===== src/rtl/pipe_run_ctrl.sv =====
// Run/halt/single-step sequencer: freezes F/D and bubbles E, then drains E/M/W (DRAIN_CYC cycles) before HALT.
// Breakpoint freeze is combinational; perf counters issue_cnt/cycle_cnt exist only with PIPE_RUN_CTRL_PERF_EN.
module pipe_run_ctrl #(
  parameter bit BOOT_RUN  = 1'b1,
  parameter int STEP_W    = 8,
  parameter int DRAIN_CYC = 3
) (
  input  logic              clk,
  input  logic              rst,
  input  logic              run_req,
  input  logic              halt_req,
  input  logic              step_req,
  input  logic [STEP_W-1:0] step_cnt,
  input  logic              bp_en,
  input  logic [31:0]       bp_addr,
  input  logic [31:0]       pc_d,
  input  logic              d_vld,
  input  logic              issue_vld,
  input  logic              br_sel_e,
  output logic              stall_f,
  output logic              stall_d,
  output logic              flush_e,
  output logic              halted,
  output logic              bp_hit,
  output logic [31:0]       issue_cnt,
  output logic [31:0]       cycle_cnt
);

  localparam logic [1:0] S_RUN   = 2'd0;
  localparam logic [1:0] S_STEP  = 2'd1;
  localparam logic [1:0] S_DRAIN = 2'd2;
  localparam logic [1:0] S_HALT  = 2'd3;
  localparam logic [1:0] S_BOOT  = BOOT_RUN ? S_RUN : S_HALT;

  localparam int              DW       = (DRAIN_CYC < 1) ? 1 : $clog2(DRAIN_CYC + 1);
  localparam logic [DW-1:0]   DRAIN_LD = DW'(DRAIN_CYC);
  localparam logic [STEP_W-1:0] STEP_ONE = STEP_W'(1);

  logic [1:0]        state;
  logic [1:0]        state_nxt;
  logic [DW-1:0]     drain_cnt;
  logic [STEP_W-1:0] step_left;
  logic              halt_pend;
  logic              bp_skip;

  logic active;
  logic bp_match;
  logic freeze;
  logic halt_go;
  logic step_done;
  logic resume;

  assign active   = (state == S_RUN) || (state == S_STEP);
  assign bp_match = bp_en && d_vld && (pc_d == bp_addr) && !bp_skip && !br_sel_e && active;
  assign freeze   = (state == S_DRAIN) || (state == S_HALT) || bp_match;

  assign stall_f  = freeze;
  assign stall_d  = freeze;
  assign flush_e  = freeze;
  assign halted   = (state == S_HALT);

  // A redirect in E must land in F before the front end is frozen.
  assign halt_go  = (halt_pend || halt_req) && !br_sel_e;

  // step_left == 0 in STEP means the last instruction issued under a redirect.
  assign step_done = (state == S_STEP) && !br_sel_e &&
                     ((issue_vld && (step_left == STEP_ONE)) || (step_left == '0));

  assign resume   = (state == S_HALT) && (step_req || run_req);

  always_comb begin
    state_nxt = state;
    case (state)
      S_RUN, S_STEP: begin
        if (halt_go || bp_match || step_done) begin
          state_nxt = S_DRAIN;
        end
      end
      S_DRAIN: begin
        if (drain_cnt <= DW'(1)) begin
          state_nxt = S_HALT;
        end
      end
      default: begin
        if (step_req) begin
          state_nxt = S_STEP;
        end else if (run_req) begin
          state_nxt = S_RUN;
        end
      end
    endcase
  end

  always_ff @(posedge clk) begin
    if (rst) begin
      state     <= S_BOOT;
      drain_cnt <= '0;
      step_left <= '0;
      halt_pend <= 1'b0;
      bp_skip   <= 1'b0;
      bp_hit    <= 1'b0;
    end else begin
      state <= state_nxt;

      if ((state != S_DRAIN) && (state_nxt == S_DRAIN)) begin
        drain_cnt <= DRAIN_LD;
      end else if ((state == S_DRAIN) && (drain_cnt != '0)) begin
        drain_cnt <= drain_cnt - DW'(1);
      end

      if (!active || (state_nxt == S_DRAIN)) begin
        halt_pend <= 1'b0;
      end else if (halt_req) begin
        halt_pend <= 1'b1;
      end

      if ((state == S_HALT) && step_req) begin
        step_left <= (step_cnt == '0) ? STEP_ONE : step_cnt;
      end else if ((state == S_STEP) && issue_vld && (step_left != '0)) begin
        step_left <= step_left - STEP_ONE;
      end

      // Resuming from a breakpoint PC must let that instruction issue once.
      if (resume) begin
        bp_skip <= 1'b1;
      end else if (active && issue_vld) begin
        bp_skip <= 1'b0;
      end

      if (resume) begin
        bp_hit <= 1'b0;
      end else if (bp_match) begin
        bp_hit <= 1'b1;
      end
    end
  end

`ifdef PIPE_RUN_CTRL_PERF_EN
  always_ff @(posedge clk) begin
    if (rst) begin
      issue_cnt <= '0;
      cycle_cnt <= '0;
    end else begin
      if (issue_vld) begin
        issue_cnt <= issue_cnt + 32'd1;
      end
      if (active) begin
        cycle_cnt <= cycle_cnt + 32'd1;
      end
    end
  end
`else
  assign issue_cnt = '0;
  assign cycle_cnt = '0;
`endif

endmodule


===== config.mk =====
export PLATFORM = sky130hd
export DESIGN_NAME = pipe_run_ctrl
export DESIGN_NICKNAME = d
export VERILOG_FILES = /design/src/rtl/pipe_run_ctrl.sv
export SDC_FILE = /design/constraint.sdc
export NUM_CORES = 1
export LEC_CHECK = 0
export ABC_CLOCK_PERIOD_IN_PS = 5740
export CORE_UTILIZATION = 35
export DETAILED_ROUTE_END_ITERATION = 7
export PLACE_DENSITY = 0.88
export REMOVE_ABC_BUFFERS = 1
export SYNTH_ARGS = -nofsm -noshare
export SYNTH_HDL_FRONTEND = slang
export SYNTH_SLANG_ARGS = --single-unit

===== constraint.sdc =====
create_clock -name clk -period 5.74 [get_ports clk]
set_clock_uncertainty 0.05 [all_clocks]
set_input_delay 1.435 -clock clk [delete_from_list [all_inputs] [get_ports clk]]
set_output_delay 1.435 -clock clk [all_outputs]
set_load 0.05 [all_outputs]

==> results.sh <==
export IMPL_status="finished clean"
export IMPL_dpl_hpwl_um=3410
export IMPL_timing_final_crit_share_pct=89.4
export IMPL_min_path_type="flip-flop to flip-flop"
export IMPL_final_setup_viol_count=0
export IMPL_cts_tree="done"
export IMPL_finalHoldViolations=0
export IMPL_clk_path_buf_depth=2
export IMPL_drive_gt1_share_pct=3.67
export IMPL_clock_sinks=15
export IMPL_detailroute_via_count=1614
export IMPL_worstSetupPathType="primary input to output pin"
export IMPL_antenna_found_initial=0
export IMPL_rsz0062_at_grt="no"
export IMPL_max_freq_mhz=195
export IMPL_drt_pass1_iterations=4
export IMPL_reg2reg_slack_ns=3.57
export IMPL_relSlewSlack_pct=56.9
export IMPL_holdBufCountCts=0
export IMPL_cts_root_buffer_cell="clkbuf_8"
export IMPL_syn_to_final_growth_pct=42.8
export IMPL_synthFlopType="dfxtp_1"
export IMPL_routed_wl_um=3990
export IMPL_dieWidth_um=72.4
export IMPL_grt_pass1_vias=1441
export IMPL_post_cts_buffers=0
export IMPL_drc_errors=0
export IMPL_final_core_util_pct=52.1
export IMPL_synth_edf_count=0
export IMPL_cp_end_kind="output pin"
export IMPL_grt_pass1_wl_um=5990
export IMPL_final_nets=386
export IMPL_synth_area_top_cells="buf_4 (29%), dfxtp_1 (17%), xor2_1 (11%)"
export IMPL_vias_per_cell=4.40
export IMPL_finalPower_mw=0.432
export IMPL_synth_async_sr_flop_share_pct=0
export IMPL_core_um2=4750
export IMPL_period_needed_ns=5.13
export IMPL_die_h_um=72.4
export IMPL_yosysMostFrequentCell="buf_4"
export IMPL_n_antenna_cell=0
export IMPL_power_density_nw_per_um2=174
export IMPL_ir_drop_uv=73.1
export IMPL_grt_ovfl_total=0
export IMPL_avgRoutedWirePerCell_um=10.9
export IMPL_path_max_fanout=6
export IMPL_path_clk_slew_ns=0.06
export IMPL_cts_htree_levels=1
export IMPL_portBuffers=85
export IMPL_total_leakage_power_nw=0.999
export IMPL_synth_top_area_share_pct=28.6
export IMPL_netlist_area_um2=1740
export IMPL_tns_ns=0
export IMPL_clkLatencyLatePin_ns=0.25
export IMPL_drv_slew=0
export IMPL_ios=150
export IMPL_track_usage_pct=14.6
export IMPL_arrival_ns=3.65
export IMPL_fp_dieArea_um2=5240
export IMPL_cts_resized=0
export IMPL_synth_cell_types=40
export IMPL_postRouteAntennaNets=0
export IMPL_synth_seq_area_share_pct=17.3
export IMPL_cap_viol_max_count=0
export IMPL_gp_congestion=0.782
export IMPL_num_rows=25
export IMPL_startpoint_type="primary input"
export IMPL_synth_top_area_cell="buf_4"
export IMPL_numCtsBuffers=3
export IMPL_ys_warn_count=0
export IMPL_tightest_slew_ns=0.641
export IMPL_drt_iter0_drc=68
export IMPL_synthCells=217
export IMPL_synthTopCellsByCount="buf_4 (66), xor2_1 (21), dfxtp_1 (15)"
export IMPL_grt_max_degree=17
export IMPL_syn_avg_cell_area_um2=8.00
export IMPL_start_util_pct=36.5
export IMPL_ys_ff_latch=15
export IMPL_cp_data_required_time_ns=4.26
## path summary, 6_finish.rpt
check / startpoint / to / cells past startpoint
worst max-delay path: br_sel_e / flush_e / 6
worst min register to register: bp_hit$_SDFFE_PP0P_ / bp_hit$_SDFFE_PP0P_ / 1
worst max register to register: step_left[0]$_SDFFE_PP0P_ / step_left[3]$_SDFFE_PP0P_ / 8
worst min-delay path: bp_hit$_SDFFE_PP0P_ / bp_hit$_SDFFE_PP0P_ / 1
## per-layer routing
| layer | wire [µm] | vias up | track usage [%] |
|---|---|---|---|
| li1 | - | 792 | - |
| met1 | 1470 | 706 | 15.6 |
| met2 | 2140 | 110 | 28.0 |
| met3 | 342 | 6 | 2.92 |
| met4 | 39 | 0 | 5.45 |
| met5 | 0 | - | 0 |
## power breakdown
group / switching [mW] / leakage, nW / internal, mW
Combinational: 0.143 / 0.855 / 0.0844
Sequential: 0.00770 / 0.122 / 0.110
Clock: 0.0382 / 0.0228 / 0.0493
Total: 0.189 / 0.999 / 0.243
## critical path: stages
cell	delay [ns]
clkdlybuf4s50_1	0.46
or4_1	0.50
or4_4	0.57
nor3_4	0.24
or2_2	0.28
buf_12	0.16
## kinds of logic (layout without fill, tap and decap cells)
group	after synthesis	in the layout	synth area share, %
buffers and inverters	77	97	31.0
AND/OR/NAND/NOR	46	46	15.7
AO/OA/AOI/OAI	39	39	15.2
XOR/XNOR	35	35	17.7
flip-flops	15	15	17.3
adder cells (fa/ha/maj)	4	4	2.88
other	1	64	0.216
## layout make-up
class | count | area [µm²]
clock buffers | 4 | 45.0
fillers | 453 | 2280
inverters | 7 | 26.3
multi-input cells | 188 | 1130
flip-flops and latches | 15 | 300
well taps | 67 | 83.8
repair buffers | 86 | 888
## stage by stage
step / cell area (µm²) / setup WS, ns / hold slack [ns] / cells
6_report: 2480 / 0.609 / 0.420 / 367
5_1_grt: 2480 / 0.566 / 0.457 / 367
4_1_cts: 2480 / 0.618 / 0.426 / 367
3_5_place_dp: 2430 / 0.624 / 0.412 / 363
3_3_place_gp: 2430 / 0.654 / 0.398 / 363
2_1_floorplan: 1460 / 0.962 / 0.392 / 210
## cells in the final DEF, fill, tap and decap left out, types with 2 or more instances in the layout
cell type        instances
o21ai_0                  7
o31a_1                   2
nor2_1                   7
a21oi_1                  9
a32oi_1                  4
ha_1                     4
a211oi_1                 4
inv_1                    7
dfxtp_1                 15
a21boi_0                 3
clkdlybuf4s50_1         82
nand3_1                  3
conb_1                  64
xor2_1                  21
and3b_1                  2
o21a_1                   3
nor4_1                  10
nor3_1                   2
nor2b_1                  3
nand2_1                  7
nand4_1                  3
xnor2_1                 14
clkbuf_8                 3
buf_12                   3
## sequential cells by signal, indices dropped and copies added (netlist names)
register,flops
state,2
drain_cnt,2
bp_skip,1
step_left,8
bp_hit,1
halt_pend,1
Note: power is estimated with default switching activity, not from simulation.
